===== src/rtl/evo_xb_pwm_pkg.sv =====
// rtl/evo_xb_pwm_pkg.sv - shared constants and types for the PWM crossbar slave
package evo_xb_pwm_pkg;

  // Counter / period / duty width
  localparam int CH_CNT_W = 16;

  // Register word offsets from BASE_ADDR; channel n adds 2*n to the PERIOD/DUTY offsets
  localparam int CTRL_OFS    = 0;
  localparam int STATUS_OFS  = 1;
  localparam int PERIOD0_OFS = 2;
  localparam int DUTY0_OFS   = 3;

  // CTRL and STATUS bit positions
  localparam int CTRL_PRESCALE_BIT = 8;
  localparam int STATUS_WRAP_LSB   = 8;

  typedef struct packed {
    logic [CH_CNT_W-1:0] period;
    logic [CH_CNT_W-1:0] duty;
  } ch_cfg_t;

endpackage


===== src/rtl/evo_pwm_ch.sv =====
// rtl/evo_pwm_ch.sv - one double-buffered PWM channel
module evo_pwm_ch
  import evo_xb_pwm_pkg::*;
(
  input  logic                clk,
  input  logic                reset_n,
  input  logic                enable,
  input  logic                tick,
  input  logic                we_period,
  input  logic                we_duty,
  input  logic [CH_CNT_W-1:0] wdata,
  output ch_cfg_t             shadow_o,
  output logic                level_o,
  output logic                wrap_o
);

  ch_cfg_t             shadow_q, shadow_d;
  ch_cfg_t             active_q, active_d;
  logic [CH_CNT_W-1:0] cnt_q, cnt_d;
  logic                level_q, level_d;
  logic                wrap;

  // Wrap fires on the tick that finds the counter at the active period
  assign wrap = enable && tick && (cnt_q == active_q.period);

  // CSR writes land only in the shadow copy
  always_comb begin
    shadow_d = shadow_q;
    if (we_period) shadow_d.period = wdata;
    if (we_duty)   shadow_d.duty   = wdata;
  end

  // Counter and active config: idle channels track the shadow, running ones reload on wrap
  always_comb begin
    cnt_d    = cnt_q;
    active_d = active_q;
    if (!enable) begin
      cnt_d    = '0;
      active_d = shadow_q;
    end else if (tick) begin
      if (wrap) begin
        cnt_d    = '0;
        active_d = shadow_q;
      end else begin
        cnt_d = cnt_q + CH_CNT_W'(1);
      end
    end
  end

  // Output level lags the counter by one cycle
  assign level_d = enable && (cnt_q < active_q.duty);

  // State registers
  always_ff @(posedge clk) begin
    if (!reset_n) begin
      shadow_q <= '0;
      active_q <= '0;
      cnt_q    <= '0;
      level_q  <= 1'b0;
    end else begin
      shadow_q <= shadow_d;
      active_q <= active_d;
      cnt_q    <= cnt_d;
      level_q  <= level_d;
    end
  end

  assign shadow_o = shadow_q;
  assign level_o  = level_q;
  assign wrap_o   = wrap;

endmodule


===== src/rtl/evo_xb_pwm.sv =====
// rtl/evo_xb_pwm.sv - multi-channel PWM slave with CSR decode and Port E pin-mux
module evo_xb_pwm
  import evo_xb_pwm_pkg::*;
#(
  parameter int                    CSR_AWIDTH    = 6,
  parameter int                    CSR_DWIDTH    = 32,
  parameter logic [CSR_AWIDTH-1:0] BASE_ADDR     = 6'h10,
  parameter int                    NUM_CH        = 4,
  parameter int                    PORT_E_DWIDTH = 32,
  parameter int                    CH_PIN_LSB    = 0
) (
  input  logic                     clk,
  input  logic                     reset_n,
  input  logic                     en16mhz,
  input  logic [CSR_AWIDTH-1:0]    avs_csr_address,
  input  logic                     avs_csr_read,
  input  logic                     avs_csr_write,
  input  logic [CSR_DWIDTH-1:0]    avs_csr_writedata,
  output logic [CSR_DWIDTH-1:0]    avs_csr_readdata,
  output logic                     avs_csr_readdatavalid,
  output logic                     avs_csr_waitrequest,
  output logic [PORT_E_DWIDTH-1:0] port_e_pmux_dir_o,
  output logic [PORT_E_DWIDTH-1:0] port_e_pmux_out_o,
  output logic [PORT_E_DWIDTH-1:0] port_e_pmux_en_o,
  input  logic [PORT_E_DWIDTH-1:0] port_e_pmux_in_i
);

  localparam int LAST_OFS = 1 + 2 * NUM_CH;

  logic [NUM_CH-1:0]     ctrl_en_q, ctrl_en_d;
  logic                  prescale_q, prescale_d;
  logic [NUM_CH-1:0]     wrap_flag_q, wrap_flag_d;
  logic [NUM_CH-1:0]     wrap_clr;
  logic [CSR_DWIDTH-1:0] rdata_q, rdata_d;
  logic                  rvalid_q, rvalid_d;

  logic [CSR_AWIDTH-1:0] ofs;
  int                    ofs_i;
  logic                  hit, wr_hit, rd_hit;
  logic                  tick;
  logic [NUM_CH-1:0]     ch_level;
  logic [NUM_CH-1:0]     ch_wrap;
  ch_cfg_t               ch_cfg [NUM_CH];
  logic                  unused_ok;

  // Address decode; a simultaneous read and write is treated as a write only
  assign ofs    = avs_csr_address - BASE_ADDR;
  assign ofs_i  = int'(ofs);
  assign hit    = (avs_csr_address >= BASE_ADDR) && (ofs_i <= LAST_OFS);
  assign wr_hit = avs_csr_write && hit;
  assign rd_hit = avs_csr_read && !avs_csr_write && hit;

  assign tick = prescale_q ? en16mhz : 1'b1;

  for (genvar n = 0; n < NUM_CH; n++) begin : g_ch
    logic we_period, we_duty;
    assign we_period = wr_hit && (ofs_i == PERIOD0_OFS + 2 * n);
    assign we_duty   = wr_hit && (ofs_i == DUTY0_OFS + 2 * n);

    evo_pwm_ch u_ch (
      .clk       (clk),
      .reset_n   (reset_n),
      .enable    (ctrl_en_q[n]),
      .tick      (tick),
      .we_period (we_period),
      .we_duty   (we_duty),
      .wdata     (avs_csr_writedata[CH_CNT_W-1:0]),
      .shadow_o  (ch_cfg[n]),
      .level_o   (ch_level[n]),
      .wrap_o    (ch_wrap[n])
    );
  end

  // CTRL register update
  always_comb begin
    ctrl_en_d  = ctrl_en_q;
    prescale_d = prescale_q;
    if (wr_hit && (ofs_i == CTRL_OFS)) begin
      ctrl_en_d  = avs_csr_writedata[NUM_CH-1:0];
      prescale_d = avs_csr_writedata[CTRL_PRESCALE_BIT];
    end
  end

  // Sticky wrap flags: write-1-to-clear, a wrap in the same cycle keeps the flag set
  always_comb begin
    wrap_clr = '0;
    if (wr_hit && (ofs_i == STATUS_OFS)) begin
      wrap_clr = avs_csr_writedata[STATUS_WRAP_LSB +: NUM_CH];
    end
    wrap_flag_d = (wrap_flag_q & ~wrap_clr) | ch_wrap;
  end

  // Registered read mux; readdata stays zero unless a hit read was accepted
  always_comb begin
    rdata_d  = '0;
    rvalid_d = 1'b0;
    if (rd_hit) begin
      rvalid_d = 1'b1;
      if (ofs_i == CTRL_OFS) begin
        rdata_d[NUM_CH-1:0]       = ctrl_en_q;
        rdata_d[CTRL_PRESCALE_BIT] = prescale_q;
      end else if (ofs_i == STATUS_OFS) begin
        rdata_d[NUM_CH-1:0]               = ch_level;
        rdata_d[STATUS_WRAP_LSB +: NUM_CH] = wrap_flag_q;
      end else begin
        for (int n = 0; n < NUM_CH; n++) begin
          if (ofs_i == PERIOD0_OFS + 2 * n) rdata_d[CH_CNT_W-1:0] = ch_cfg[n].period;
          if (ofs_i == DUTY0_OFS + 2 * n)   rdata_d[CH_CNT_W-1:0] = ch_cfg[n].duty;
        end
      end
    end
  end

  // Pin-mux: each channel owns and drives one Port E bit while enabled
  always_comb begin
    port_e_pmux_dir_o = '0;
    port_e_pmux_out_o = '0;
    port_e_pmux_en_o  = '0;
    for (int n = 0; n < NUM_CH; n++) begin
      port_e_pmux_en_o[CH_PIN_LSB + n]  = ctrl_en_q[n];
      port_e_pmux_dir_o[CH_PIN_LSB + n] = ctrl_en_q[n];
      port_e_pmux_out_o[CH_PIN_LSB + n] = ch_level[n];
    end
  end

  // Top-level state registers
  always_ff @(posedge clk) begin
    if (!reset_n) begin
      ctrl_en_q   <= '0;
      prescale_q  <= 1'b0;
      wrap_flag_q <= '0;
      rdata_q     <= '0;
      rvalid_q    <= 1'b0;
    end else begin
      ctrl_en_q   <= ctrl_en_d;
      prescale_q  <= prescale_d;
      wrap_flag_q <= wrap_flag_d;
      rdata_q     <= rdata_d;
      rvalid_q    <= rvalid_d;
    end
  end

  assign avs_csr_readdata      = rdata_q;
  assign avs_csr_readdatavalid = rvalid_q;
  assign avs_csr_waitrequest   = 1'b0;

  // Pad input and upper write-data bits have no function here
  assign unused_ok = ^{port_e_pmux_in_i, avs_csr_writedata[CSR_DWIDTH-1:CH_CNT_W]};

endmodule


===== config.mk =====
export PLATFORM = sky130hd
export DESIGN_NAME = evo_xb_pwm
export DESIGN_NICKNAME = d
export VERILOG_FILES = /design/src/rtl/evo_xb_pwm_pkg.sv /design/src/rtl/evo_pwm_ch.sv /design/src/rtl/evo_xb_pwm.sv
export SDC_FILE = /design/constraint.sdc
export NUM_CORES = 1
export LEC_CHECK = 0
export CAP_MARGIN = 20
export CORE_MARGIN = 3
export CORE_UTILIZATION = 50
export DETAILED_ROUTE_END_ITERATION = 10
export HOLD_SLACK_MARGIN = 0.03
export PLACE_DENSITY = 0.82
export SLEW_MARGIN = 40
export SYNTH_ARGS = -nofsm -noshare
export SYNTH_HDL_FRONTEND = slang
export SYNTH_HIERARCHICAL = 1
export SYNTH_SLANG_ARGS = --single-unit

===== constraint.sdc =====
create_clock -name clk -period 2.8 [get_ports clk]
set_clock_uncertainty 0.1 [all_clocks]
set_input_delay 0.56 -clock clk [delete_from_list [all_inputs] [get_ports clk]]
set_output_delay 0.56 -clock clk [all_outputs]
set_load 0.005 [all_outputs]

==> metrics.cfg, run 1 <==
[die]
core_region_area_um2=39100
rows=72
start_util_pct=51.18
die_w_um=206.0
die_area_um2=42450
ioPinCount=205
die_h_um=206.0

[clocking]
ctsHoldBuffers=0
cts-buffers-inserted=38
post_cts_buffers=0
clockBufferDepth=3
cts.sinks=350
clock-root-buffer=clkbuf_16
cts.reportedPaths.clkPinSlew_ns=0.06
htreeDepth=2
cts_tree=built
cts-resized-gates=0
clk_latency_ns=0.56

[setup_path]
path_delay_family=flip-flops
worstSetupPathType=flop to output port
worst-path-max-fanout=10
r2r_end=g_ch[3].u_ch/cnt_q[12]
crit_arrival_ns=1.86
worstPathRequired_ns=2.14
critPathBufInv=1
slowest_stage=dfxtp_1
reg2reg_depth=5
regToRegStartpoint=g_ch[3].u_ch/cnt_q[0]
start_kind=flop
slowest_delay_ns=0.69
cp-end-kind=output port
reg2reg_slack_ns=0.54
startpoint=ctrl_en_q[1]
crit_path_cell_trace=clkdlybuf4s50_1

[global_route]
grt_max_degree=89
grt_busiest_layer=met2
grt_pass1_wl_um=88610
grt_use_met1_pct=35.24
gr-usage-met3_pct=4.347
antenna_found_initial=1
overflow=0
first_global_vias=16150
grtUsageTotal_pct=25.97
gr-usage-met2_pct=41.15

[placed_design]
gp_congestion=0.9812
dpl_worst_slack_ns=-0.1310
dp.cells=2811
dp_hpwl_um=40560
port_buffers=55

[power_and_ir_drop]
power.share.clock_pct=48.5
switchingPower_mw=2.381
ir_worst_vdd_v=0.0005302
leakagePower_nw=7.058
p_comb_share_pct=3.8
p_per_area_nw_per_um2=473.9
p_int_mw=8.076
seq_power_share_pct=47.7
finalPower_mw=10.46
swShare_pct=22.77

[yosys]
yosysTopAreaCell=dfxtp_1
synth-seq-cells=350
synth_cells=2336
yosysWarnings=6
ys_async_sr_fraction_pct=0
synth_top_area_share_pct=35.02
synth_area_um2=20010
synth_edf_count=0
ys_seq_area_share_pct=35.02
ys_types=51
synth_area_leaders=dfxtp_1, nand3_1, mux2i_1
syn_area_per_cell_um2=8.566
synth-main-ff-cell=dfxtp_1

[drt]
vias=17590
drt-wirelength-per-cell_um=19.71
drtPass1Iterations=6
drt_iter0_drc=1927
ant_nets=0
via_per_inst=6.109
drc_errors=0
routed_wirelength_um=56750

[hold_path]
whs_path_depth=2
hold_start=reset_n
min_to=g_ch[2].u_ch/shadow_o[17]
hold_class=primary input to flop

[status]
status=finished clean

[job]
maxCapViolCount=0

[sta]
fin_crit_ns=2.523
timing.fmax_mhz=396.4
holdWs_ns=0.2600
hold_viol=0
slew_violations=0
tightestPinTransition_ns=0.8155
max_slew_margin_pct=45.47
setup_slack_ns=0.2770
rsz0062_at_grt=false
post-route-period-util_pct=90.11
setup_tns_ns=0
setup_viol=0

[final_layout]
syn2layout_area_growth_pct=10.29
layout-drive-gt1-share_pct=8.047
fin_nets=2472
antenna_cells=0
stdcell_count=2879

[cell type report]
cell class | count | area [um2]
clock inverters | 15 | 161.4
well taps | 518 | 648.1
repair buffers | 150 | 1456
flip-flops and latches | 350 | 7007
clock buffers | 53 | 1079
fillers | 3371 | 17030
inverters | 73 | 274.0
multi-input cells | 1720 | 11440
[cells by family (layout without fill, tap and decap cells)]
logic type | Yosys count | count (layout) | synth area share [%]
XOR/XNOR | 120 | 120 | 5.253
adder cells (fa/ha/maj) | 64 | 64 | 4.002
other | 1 | 101 | 0.01874
AO/OA/AOI/OAI | 441 | 441 | 15.70
flip-flops | 350 | 350 | 35.02
AND/OR/NAND/NOR | 865 | 865 | 23.59
multiplexers | 129 | 129 | 6.453
buffers and inverters | 366 | 291 | 9.961
[per-layer routing]
layer	part of all wire (%)	wire [um]
met5	0.023	13
met4	4.1	2301
met3	7.3	4152
met2	46	26190
met1	42	24090
[layout by cell type, fill, tap and decap left out, types with 5 or more instances in the layout]
master	n
clkbuf_8	5
buf_12	15
o22ai_1	7
o211ai_1	133
nor4_2	8
nor2_1	105
nand4_1	161
nor3_2	6
nand4b_1	5
conb_1	101
inv_1	69
a21boi_1	5
nor2_4	7
xor2_1	64
o21ai_0	40
clkbuf_1	9
a21oi_1	54
a211oi_1	5
nand2_1	66
a222oi_1	11
nand3_1	289
dfxtp_1	350
nor2b_1	144
mux2i_1	129
nand2b_1	17
clkbuf_16	39
clkinv_2	8
xnor2_1	56
and3_1	13
clkdlybuf4s50_1	54
a21o_1	16
buf_4	80
ha_1	64
o21a_1	128
a221oi_1	17
nor3_1	14
[flip-flops by register name, indices dropped and copies added, names as in the netlist]
| name | flops |
|---|---|
| avs_csr_readdata | 16 |
| g_ch.u_ch/shadow_o | 128 |
| g_ch.u_ch/level_o | 4 |
| g_ch.u_ch/active_q | 128 |
| wrap_flag_q | 4 |
| ctrl_en_q | 4 |
| avs_csr_readdatavalid | 1 |
| g_ch.u_ch/cnt_q | 64 |
| prescale_q | 1 |
[cells in the mapped netlist (all sizes together) (5+ instances only)]
master  number
dfxtp      350
nand3      289
buf        188
nand4      161
nor2b      146
o211ai     133
mux2i      129
o21a       128
nor2       114
clkbuf     105
inv         73
nand2       66
ha          64
xor2        64
xnor2       56
a21oi       54
o21ai       40
nor3        20
a221oi      17
and3        17
nand2b      17
a21o        16
nor4        12
a222oi      11
o22ai        7
a211oi       5
a21boi       5
nand4b       5
[per-stage QoR]
step / instance area [um2] / utilization [%]
6_report: 22070 / 56.44
5_1_grt: 22070 / 56.44
2_1_floorplan: 20380 / -
3_3_place_gp: 20820 / 53.26
3_5_place_dp: 20820 / 53.26
4_1_cts: 22060 / 56.43
[worst max path at each step]
stage | to | slack [ns] | cells past startpoint
floorplan | g_ch[1].u_ch/shadow_o[0] | 0.12 | 9
global placement | avs_csr_readdata[15] | -0.14 | 9
detailed placement | avs_csr_readdata[15] | -0.13 | 9
CTS | port_e_pmux_dir_o[1] | 0.27 | 1
global route | port_e_pmux_dir_o[1] | 0.25 | 1
finish | port_e_pmux_dir_o[1] | 0.28 | 1
[worst register-to-register path: cells and delay by family, from the launching register on]
kind,cells,cell delay [ns]
flops,1,0.47
simple gates,3,0.99
compound gates,1,0.45
xor+xnor,1,0.12
[power by group through the flow]
stage               Clock (mW)  Combinational (mW)  Sequential (mW)
finish                    5.07               0.400             4.99
floorplan                    0               0.323             5.10
global route              5.33               0.426             4.98
detailed placement           0               0.382             5.10
global placement             0               0.375             5.10
CTS                       5.11               0.384             4.99
(Power assumes the default switching activity.)
==> run 2, diff against run 1 <==
--- a/config.mk
+++ b/config.mk
@@ -9,7 +9,8 @@
 export CORE_MARGIN = 3
 export CORE_UTILIZATION = 50
 export DETAILED_ROUTE_END_ITERATION = 10
-export HOLD_SLACK_MARGIN = 0.03
+export GPL_TIMING_DRIVEN = 0
+export HOLD_SLACK_MARGIN = 0.15
 export PLACE_DENSITY = 0.82
 export SLEW_MARGIN = 40
 export SYNTH_ARGS = -nofsm -noshare
==> metrics.cfg, run 2 (same netlist as run 1, synthesis figures left out) <==
[status]
status=finished clean

[clocking]
clockBufferDepth=3  ; unchanged
clock-root-buffer=clkbuf_16
clk_latency_ns=0.57  ; about the same
cts.reportedPaths.clkPinSlew_ns=0.06  ; about the same
ctsHoldBuffers=0  ; unchanged
cts-buffers-inserted=39  ; +2.6%
cts_tree=built
htreeDepth=2  ; unchanged
cts.sinks=350  ; unchanged

[power_and_ir_drop]
finalPower_mw=10.97  ; +4.9%
ir_worst_vdd_v=0.0005069  ; -4.4%
leakagePower_nw=7.638  ; +8.2%
p_per_area_nw_per_um2=477.2  ; +0.69%

[sta]
rsz0062_at_grt=true
fin_crit_ns=2.714  ; +0.1912 ns
slew_violations=0  ; unchanged
tightestPinTransition_ns=0.9033  ; +0.08782 ns
holdWs_ns=0.3844  ; +0.1244 ns
hold_viol=0  ; unchanged
post-route-period-util_pct=96.94  ; +6.8 points
setup_viol=0  ; unchanged
max_slew_margin_pct=39.59  ; -5.9 points
timing.fmax_mhz=368.4  ; -7.0%

[hold_path]
hold_class=primary input to flop

[setup_path]
crit_top_cell=buf_2
cp-end-kind=flop
path_delay_family=buffers and inverters
crit_path_cell_trace=clkdlybuf4s50_1, nand2b_2, clkbuf_1, nand2_1, nor2_1, buf_2, buf_2, o21a_1, o211ai_1
slowest_delay_ns=0.56  ; -0.13 ns
worstPathRequired_ns=3.15  ; +1.01 ns
start_kind=primary input
slowest_stage=clkdlybuf4s50_1
worstSetupPathType=primary input to flop
reg2reg_slack_ns=0.38  ; -0.16 ns
critPathBufInv=4  ; +3
worst-path-max-fanout=10  ; unchanged
crit_arrival_ns=3.06  ; +1.20 ns

[final_layout]
layout-drive-gt1-share_pct=11.30  ; +3.3 points
layout_common_cells=dfxtp_1, nand3_1, nand4_1
syn2layout_area_growth_pct=14.95
final_area_um2=23000  ; +4.2%
mostFrequentLayoutCell=dfxtp_1
final_util_pct=58.83  ; +2.4 points
fin_nets=2670  ; +8.0%

[placed_design]
dpl_cell_area_um2=21560  ; +3.6%
dp_hpwl_um=46610  ; +15%
port_buffers=53  ; -3.6%
gp_congestion=1.032  ; +5.2%

[drt]
drtPass1Iterations=5  ; -1
drt-wirelength-per-cell_um=20.67  ; +4.8%
drt_iter0_drc=2237  ; +16%
ant_nets=0  ; unchanged
via_per_inst=6.078  ; -0.51%
vias=18710  ; +6.4%
routed_wirelength_um=63610  ; +12%
drc_errors=0  ; unchanged

[global_route]
overflow=0  ; unchanged
grtUsageTotal_pct=29.19  ; +3.2 points
grt_max_degree=17  ; -81%
first_global_vias=17730  ; +9.7%
grt_pass1_wl_um=98930  ; +12%
antenna_found_initial=3  ; +2

[die]
core_region_area_um2=39100  ; unchanged
ioPinCount=205  ; unchanged
die_h_um=206.0  ; unchanged
die_w_um=206.0  ; unchanged
die_area_um2=42450  ; unchanged
rows=72  ; unchanged
start_util_pct=51.18  ; unchanged

[job]
maxCapViolCount=0  ; unchanged

-- run 2: changes by cell type in the layout (fill, tap and decap cells not counted), moves of 4 or more --
cell | previous run | this run
inv_2 | 4 | 0
inv_1 | 69 | 73
buf_12 | 15 | 0
and3_1 | 13 | 17
nor2_4 | 7 | 3
nor2_1 | 105 | 110
buf_6 | 0 | 13
clkbuf_2 | 0 | 9
buf_2 | 0 | 51
buf_4 | 80 | 123
clkbuf_1 | 9 | 99
and3_2 | 4 | 0
clkbuf_4 | 0 | 5
-- run 2: worst paths after layout --
check                      start                   endpoint  cells past startpoint
hold / removal           reset_n               ctrl_en_q[1]                      2
hold reg to reg   wrap_flag_q[2]       avs_csr_readdata[10]                      2
setup / recovery         en16mhz  g_ch[3].u_ch/active_q[13]                      9
setup reg to reg      prescale_q  g_ch[3].u_ch/active_q[13]                      8
-- run 2: what timing repair did --
item	4_1_cts	5_1_grt
buffers inserted	2	0
endpoints found under the setup margin	96	191
gates resized for setup	12	20
pin swaps	2	0
-- run 2: per-layer routing --
layer	GRT usage, %	wire [um]	part of all wire, %	up-vias
met5	0	26	0.041	-
met4	12.48	3011	4.7	4
met3	5.387	5507	8.7	208
met2	46.14	28600	45	936
met1	39.19	26460	42	8887
li1	-	-	-	8673
-- run 2: power breakdown --
group / leakage [nW] / internal [mW] / switching [mW]
Sequential: 2.82 / 4.98 / 0.00427
Combinational: 4.16 / 0.198 / 0.334
Clock: 0.656 / 3.28 / 2.17
-- run 2: layout make-up --
class	count	area, um2
diodes	2	5.005
plain buffers	292	1740
clock buffers	49	1075
clock inverters	19	271.5
fillers	3394	16100
inverters	73	274.0
multi-input cells	1720	11440
flip-flops and latches	350	7007
well taps	518	648.1
repair buffers	55	543.0
-- run 2: stage by stage --
stage / worst slack [ns] / setup TNS [ns] / std cells
final: 0.08577 / 0 / 3078
after global routing: -0.008517 / -0.008517 / 3077
after CTS: 0.009915 / 0 / 3076
after detailed placement: -1.010 / -172.20 / 3007
after global placement: -0.9355 / -160.17 / 3007
after floorplan: 0.1242 / 0 / 2436
